<file path="src/rtl/aes_pkg.sv">
// Shared AES constants: Sp2V sparse encodings, slice geometry and the
// sparse state encoding of the CTR IV requester FSM.
package aes_pkg;

  // Sparse two-value encoding used on the increment handshake and write enables.
  localparam int          Sp2VWidth = 3;
  localparam logic [2:0]  SP2V_HIGH = 3'b011;
  localparam logic [2:0]  SP2V_LOW  = 3'b100;

  // Width of one counter slice written back by the counter block.
  localparam int          SliceWidth = 16;

  // Requester states; codes are pairwise at Hamming distance >= 3 so a single
  // upset cannot turn one legal state into another.
  typedef enum logic [5:0] {
    CTR_IV_IDLE  = 6'b011001,
    CTR_IV_INCR  = 6'b100110,
    CTR_IV_ACK   = 6'b110101,
    CTR_IV_ERROR = 6'b001010
  } aes_ctr_iv_req_e;

endpackage

</file>
<file path="src/rtl/aes_sp2v_chk.sv">
// Combinational Sp2V checker: flags whether a 3-bit sparse value is one of
// the two legal codes and whether it decodes to HIGH.
module aes_sp2v_chk
  import aes_pkg::*;
(
  input  logic [Sp2VWidth-1:0] sp_i,
  output logic                 valid_o,
  output logic                 is_high_o
);

  // Decode against the two legal codes only; everything else is invalid.
  always_comb begin
    is_high_o = (sp_i == SP2V_HIGH);
    valid_o   = (sp_i == SP2V_HIGH) || (sp_i == SP2V_LOW);
  end

endmodule

</file>
<file path="src/rtl/aes_ctr_iv_req.sv">
// AES CTR IV requester: holds the 128-bit IV/counter, asks the counter block
// for an increment with a sparse request, and stores back the slices the
// counter flags. Any sparse-encoding violation latches a fatal alert.
// Optional feature: define AES_CTR_IV_REQ_TIMEOUT_EN to bound how long an
// increment may wait for the counter's ready (TimeoutCycles).
module aes_ctr_iv_req
  import aes_pkg::*;
#(
  parameter int NumSlices     = 8,
  parameter int TimeoutCycles = 64
) (
  input  logic                            clk_i,
  input  logic                            rst_i,
  input  logic                            iv_load_i,
  input  logic [NumSlices*SliceWidth-1:0] iv_i,
  input  logic                            step_req_i,
  output logic                            step_ack_o,
  output logic [Sp2VWidth-1:0]            incr_o,
  input  logic [Sp2VWidth-1:0]            ready_i,
  output logic [NumSlices*SliceWidth-1:0] ctr_o,
  input  logic [NumSlices*SliceWidth-1:0] ctr_i,
  input  logic [Sp2VWidth*NumSlices-1:0]  ctr_we_i,
  output logic [NumSlices*SliceWidth-1:0] iv_o,
  output logic                            alert_o
);

  localparam int IvWidth = NumSlices * SliceWidth;

  aes_ctr_iv_req_e         state_q, state_d;
  logic [IvWidth-1:0]      iv_q, iv_d;
  logic [IvWidth-1:0]      iv_wr;
  logic [Sp2VWidth-1:0]    incr_q, incr_d;
  logic                    ack_q, ack_d;
  logic                    alert_q, alert_d;

  logic                    ready_valid, ready_high;
  logic [NumSlices-1:0]    we_valid, we_high;
  logic                    sp_err, we_any_high;
  logic                    timeout;

  aes_sp2v_chk u_ready_chk (
    .sp_i      (ready_i),
    .valid_o   (ready_valid),
    .is_high_o (ready_high)
  );

  // One checker per slice enable; the merged value takes the counter's slice
  // where it is flagged HIGH and keeps the current IV slice otherwise.
  for (genvar gi = 0; gi < NumSlices; gi++) begin : g_slice
    aes_sp2v_chk u_we_chk (
      .sp_i      (ctr_we_i[gi*Sp2VWidth +: Sp2VWidth]),
      .valid_o   (we_valid[gi]),
      .is_high_o (we_high[gi])
    );
    assign iv_wr[gi*SliceWidth +: SliceWidth] = we_high[gi] ?
        ctr_i[gi*SliceWidth +: SliceWidth] : iv_q[gi*SliceWidth +: SliceWidth];
  end

  assign sp_err      = !ready_valid || !(&we_valid);
  assign we_any_high = |we_high;

`ifdef AES_CTR_IV_REQ_TIMEOUT_EN
  localparam int TimerW = $clog2(TimeoutCycles + 1);
  logic [TimerW-1:0] timer_q, timer_d;

  // Timer counts INCR cycles and restarts from zero on every INCR entry.
  always_comb begin
    timer_d = '0;
    if (state_q == CTR_IV_INCR) begin
      timer_d = timer_q + 1'b1;
    end
  end

  // Timer register.
  always_ff @(posedge clk_i) begin
    if (rst_i) begin
      timer_q <= '0;
    end else begin
      timer_q <= timer_d;
    end
  end

  assign timeout = (timer_q == TimerW'(TimeoutCycles - 1));
`else
  assign timeout = 1'b0;
`endif

  // Next-state, IV update and registered-output next values.
  always_comb begin
    state_d = state_q;
    iv_d    = iv_q;
    unique case (state_q)
      CTR_IV_IDLE: begin
        if (sp_err || we_any_high) begin
          state_d = CTR_IV_ERROR;
        end else begin
          if (iv_load_i) iv_d = iv_i;
          if (step_req_i) state_d = CTR_IV_INCR;
        end
      end
      CTR_IV_INCR: begin
        if (sp_err) begin
          state_d = CTR_IV_ERROR;
        end else begin
          iv_d = iv_wr;
          if (ready_high) begin
            state_d = CTR_IV_ACK;
          end else if (timeout) begin
            state_d = CTR_IV_ERROR;
          end
        end
      end
      CTR_IV_ACK: begin
        if (sp_err || we_any_high) begin
          state_d = CTR_IV_ERROR;
        end else begin
          state_d = CTR_IV_IDLE;
        end
      end
      CTR_IV_ERROR: begin
        state_d = CTR_IV_ERROR;
      end
      default: begin
        state_d = CTR_IV_ERROR;
      end
    endcase
    incr_d  = (state_d == CTR_IV_INCR) ? SP2V_HIGH : SP2V_LOW;
    ack_d   = (state_d == CTR_IV_ACK);
    alert_d = (state_d == CTR_IV_ERROR);
  end

  // State, IV and output registers.
  always_ff @(posedge clk_i) begin
    if (rst_i) begin
      state_q <= CTR_IV_IDLE;
      iv_q    <= '0;
      incr_q  <= SP2V_LOW;
      ack_q   <= 1'b0;
      alert_q <= 1'b0;
    end else begin
      state_q <= state_d;
      iv_q    <= iv_d;
      incr_q  <= incr_d;
      ack_q   <= ack_d;
      alert_q <= alert_d;
    end
  end

  assign step_ack_o = ack_q;
  assign incr_o     = incr_q;
  assign alert_o    = alert_q;
  assign iv_o       = iv_q;
  assign ctr_o      = iv_q;

endmodule

</file>
<file path="config.mk">
export PLATFORM = sky130hd
export DESIGN_NAME = aes_ctr_iv_req
export DESIGN_NICKNAME = d
export VERILOG_FILES = /design/src/rtl/aes_pkg.sv /design/src/rtl/aes_sp2v_chk.sv /design/src/rtl/aes_ctr_iv_req.sv
export SDC_FILE = /design/constraint.sdc
export NUM_CORES = 1
export LEC_CHECK = 0
export BUFFER_PORTS_ARGS = -buffer_cell sky130_fd_sc_hd__buf_2
export CORE_AREA = 2 2 211 213
export CTS_CLUSTER_SIZE = 20
export DETAILED_ROUTE_END_ITERATION = 8
export DIE_AREA = 0 0 213 215
export PLACE_DENSITY = 0.51
export SETUP_SLACK_MARGIN = 0.1
export SYNTH_ARGS = -nofsm -noshare
export SYNTH_HDL_FRONTEND = slang
export SYNTH_SLANG_ARGS = --single-unit
</file>
<file path="constraint.sdc">
create_clock -name clk_i -period 2.5 [get_ports clk_i]
set_input_delay 0.25 -clock clk_i [delete_from_list [all_inputs] [get_ports clk_i]]
set_output_delay 0.25 -clock clk_i [all_outputs]
set_load 0.05 [all_outputs]
</file>
* After elaboration in Yosys (flattened, before gate mapping)
Index checks and enable logic that the tools add are counted.
** Word-level totals
- Bits of input ports :: 287
- Word-level logic and storage cells :: 90
- Output and inout port bits :: 261
- Register bits after elaboration :: 139
** Cells by class
- Reduce and logical (&&, ||, !) cells :: 24
- Equality and inequality tests :: 35
- Multiplexer cells :: 19
** Operators with widths (count)
- $mux W128 :: 3
- $pmux W128 S2 :: 1
- $mux W16 :: 8
- $reduce_and A5 Y1 :: 8
- $eq A3 B2 Y1 const B :: 9
- $eq A3 B3 Y1 const B :: 9
- $eq A6 B6 Y1 const B :: 4
- $mux W6 :: 4
- $pmux W6 S3 :: 1
- $ne A2 B1 Y1 const B :: 8
- $logic_or A1 B1 Y1 :: 11
- $reduce_and A8 Y1 :: 1
- $reduce_or A8 Y1 :: 1
- $eq A6 B4 Y1 const B :: 1
- $eq A6 B5 Y1 const B :: 1
- $ne A2 B2 Y1 const B :: 3
- $mux W5 :: 1
- $mux W3 :: 1
- $logic_not A1 Y1 :: 2
- $reduce_bool A2 Y1 :: 1

* Depth between registers and ports, before layout
- Depth after elaboration :: 10
- Mapped depth :: 8

* Cells and area by module
From an unflattened synthesis, not the netlist that was laid out.
** Unflattened totals
- Cell total of the unflattened synthesis :: 1097
- Area, all modules :: 9322.7 µm²
** Modules (own cells, without submodules)
- aes_ctr_iv_req :: cells each 1061, seq. area each 2762.6 µm², times used 1, area each 9086.2 µm²
- aes_sp2v_chk :: cells each 4, seq. area each 0.0 µm², times used 9, area each 26.3 µm²

* Worst setup path after synthesis
OpenSTA, ideal clock, no wires.
- Path kind :: register to register
- Start :: register state_q[3]
- End :: register iv_q[60], in the netlist ctr_o[60]
- Buffers on the path :: 3
- Slack :: 0.386 ns
- Arrival :: 1.993 ns
- Stages on the path, launching flop included :: 9
- Period minus slack after synthesis :: 2.114 ns
- Cell sequence :: dfxtp_1 nand3b_1 nor4b_4 buf_2 buf_4 buf_4 mux2i_1 nor2_1 mux2_2
** On the way
- Word-level cells in the longest chain between the ends :: 3
- Elaborated cells on any way between the ends :: 9
- Those cells by class :: eq/ne (6); mux (1); reduce/logical (2)
** RTL lines
- start: declaration :: line aes_ctr_iv_req.sv:29 : aes_ctr_iv_req_e state_q, state_d;
- start signal: assignment :: line aes_ctr_iv_req.sv:141 : state_q <= state_d;
- $eq A6 B6 Y1 or $eq A6 B5 Y1 (tied branches) :: line aes_ctr_iv_req.sv:92 : unique case (state_q)
- $ne A2 B1 Y1 (no source line) (tied with other cells)
- $reduce_and A5 Y1 (no source line)
- end signal: assignment :: line aes_ctr_iv_req.sv:142 : iv_q <= iv_d;
- end: declaration :: line aes_ctr_iv_req.sv:30 : logic [IvWidth-1:0] iv_q, iv_d;
Several ways; a longest one is shown, not always the timed one.
A chain may end at the register's enable or synchronous reset.

* Final worst setup path
- Start :: register state_q[3]
- End :: register iv_q[13], in the netlist ctr_o[13]
The elaborated chain is that of the path after synthesis.

==> results.yml <==
synthesis:
  seq_area_frac_synth_pct: 32.4
  syn_area_per_cell_um2: 9.15
  synth_area_um2: 8520
  synth_nets: 1218
  synth_top_area_share_pct: 32.4
  ys_types: 38
  yosysTopAreaCell: "dfxtp_1"
  synth_cells: 931
  synth_area_leaders: "dfxtp_1 (32%), a211oi_1 (20%), mux2_2 (17%)"
  ys_ff_latch: 138
  yosys_warnings: 0
timing:
  clock_skew_ns: 0.00964
  tns_ns: 0
  slew_viol_final: 0
  layout_min_cycle_time_ns: 2.24
  max_freq_mhz: 447
  rsz0062_at_grt: "no"
  finalSetupViolCount: 0
  hold_viol_final: 0
  fin_crit_sh_pct: 89.5
  worst_pin_slew_ns: 0.696
  holdWs_ns: 0.183
  slew_headroom_pct: 53.6
  layout_setup_ws_ns: 0.263
worst_setup_path:
  required_ns: 2.81
  cp-endpoint: "ctr_o[13]"
  start_kind: "flip-flop"
  r2r_start: "state_q[3]"
  cp.arrival_ns: 2.54
  r2r_slack_ns: 0.26
  crit_type: "reg2reg"
  reg2reg_depth: 7
  worst-path-max-fanout: 27
  worstSetupStartpoint: "state_q[3]"
  r2r-end: "ctr_o[13]"
  end_kind: "flip-flop"
route:
  drc: 0
  ant_nets: 0
  drt_iter0_drc: 423
  drtPass1Iterations: 5
  vias: 8172
  drt-total-wl_um: 32000
  vias_per_cell: 4.22
  routedWlPerCell_um: 16.5
die:
  die_area_um2: 45800
  fp-row-count: 77
  ios: 548
  start_util_pct: 19.5
  coreArea_um2: 43600
  die_w_um: 213
  die_y_um: 215
global_route:
  grt_max_degree: 75
  grt_remaining_overflow: 0
  grt_pass1_vias: 7968
  grt_antenna_before_repair: 3
  grt_first_pass_wirelength_um: 46400
  grtUsageTotal_pct: 13.5
layout:
  mostFrequentLayoutCell: "buf_2"
  multiInputGateArea_um2: 4000
  fillers: 4665
  final_nets: 1622
  layout.cells.non_filler: 1938
  area_growth_pct: 38.5
  drive_gt1_share_pct: 56.7
  most-common-layout-cells: "buf_2 (546), a211oi_1 (222), dfxtp_1 (138)"
  ff_latch_area_um2: 2760
  num_antenna_cells: 0
place:
  io_buffers: 547
  dp_cells: 1908
  gp_congestion: 0.840
  dpl.hpwl_um: 25400
  dp_slack_ns: 0.0132
clocking:
  clock_path_buffers: 2
  ctsRootBufferMaster: "clkbuf_16"
  h-tree-depth: 4
  cts_tree: "yes"
  clk_latency_ns: 0.43
  clk_pin_slew_ns: 0.07
  cts.sinks: 138
  numCtsBuffers: 17
power:
  leakage_nw: 5.23
  finalPower_w: 0.00555
  power.density_nw_per_um2: 470
  ir_worst_vdd_v: 0.000340
min_path:
  hold_class: "in2reg"
job:
  drv_cap: 0
outcome:
  status: "finished clean"
-- state kept, by name, summed over array words and instances (netlist names) --
name	cells
incr_o	2
step_ack_o	1
ctr_o	128
state_q	6
alert_o	1
-- what timing repair did --
item / CTS / global route
setup buffers: 0 / 0
setup endpoints to repair: 0 / 2
resized for setup: 0 / 1
hold buffers: 0 / 0
-- power by group --
part / switching, W / internal (W)
Clock: 0.00104 / 0.00184
Combinational: 0.000198 / 0.000268
Sequential: 0.00000295 / 0.00220
-- cells by family after synthesis --
logic type,synth area share (%)
buffers and inverters,20.6
AO/OA/AOI/OAI,22.3
flip-flops,32.4
AND/OR/NAND/NOR,5.89
multiplexers,18.8
-- metrics by stage --
stage / area (um2) / util, %
after floorplan: 8520 / -
after global placement: 11100 / 25.5
after detailed placement: 11100 / 25.5
after CTS: 11800 / 27.0
after global routing: 11800 / 27.0
final: 11800 / 27.0
-- worst min path at each step --
stage | endpoint | from | slack, ns | cells after the start
floorplan | state_q[3] | rst_i | 0.42 | 1
global placement | ctr_o[98] | ctr_o[98] | 0.46 | 2
detailed placement | ctr_o[108] | ctr_o[108] | 0.47 | 2
CTS | state_q[1] | rst_i | 0.14 | 2
global route | ctr_o[51] | iv_i[51] | 0.19 | 4
finish | state_q[1] | rst_i | 0.18 | 2
-- per-layer routing --
metal  vias to the layer above  share of wire, %  track usage (%)
met4                         4               2.5             5.01
met2                       365                49             24.0
met1                      3781                42             15.8
li1                       3986                 -                -
met5                         -              0.10                0
met3                        36               6.1             2.70
-- Yosys cell counts (all sizes together) --
cell,count
a21o,10
nor3,2
a222oi,2
o22a,1
a22oi,4
nand3,2
nand4,3
nor3b,3
o21ai,1
nand3b,8
a211oi,224
or3b,7
o22ai,1
nor2,19
clkbuf,48
nand2b,4
inv,117
and4,1
and2,2
mux2,128
dfxtp,138
nand4b,1
a21oi,3
buf,157
nor4b,1
nor2b,16
a211o,1
nand2,6
and3b,4
mux2i,16
or2,1
-- layout make-up --
| class | count | area share, % |
|---|---|---|
| clock buffers | 20 | 3.95 |
| flip-flops and latches | 138 | 23.4 |
| well taps | 592 | 6.28 |
| repair buffers | 590 | 27.1 |
| clock inverters | 10 | 1.62 |
| inverters | 117 | 3.72 |
| multi-input cells | 471 | 33.9 |
-- critical path, cell delays in order (launching register included) --
cell      delay, ns
dfxtp_1        0.30
nand3b_1       0.21
nor4b_4        0.38
buf_12         0.24
buf_12         0.21
mux2_2         0.38
a211oi_1       0.26
a211oi_1       0.08
No activity file was read; power rests on OpenSTA's default activity.
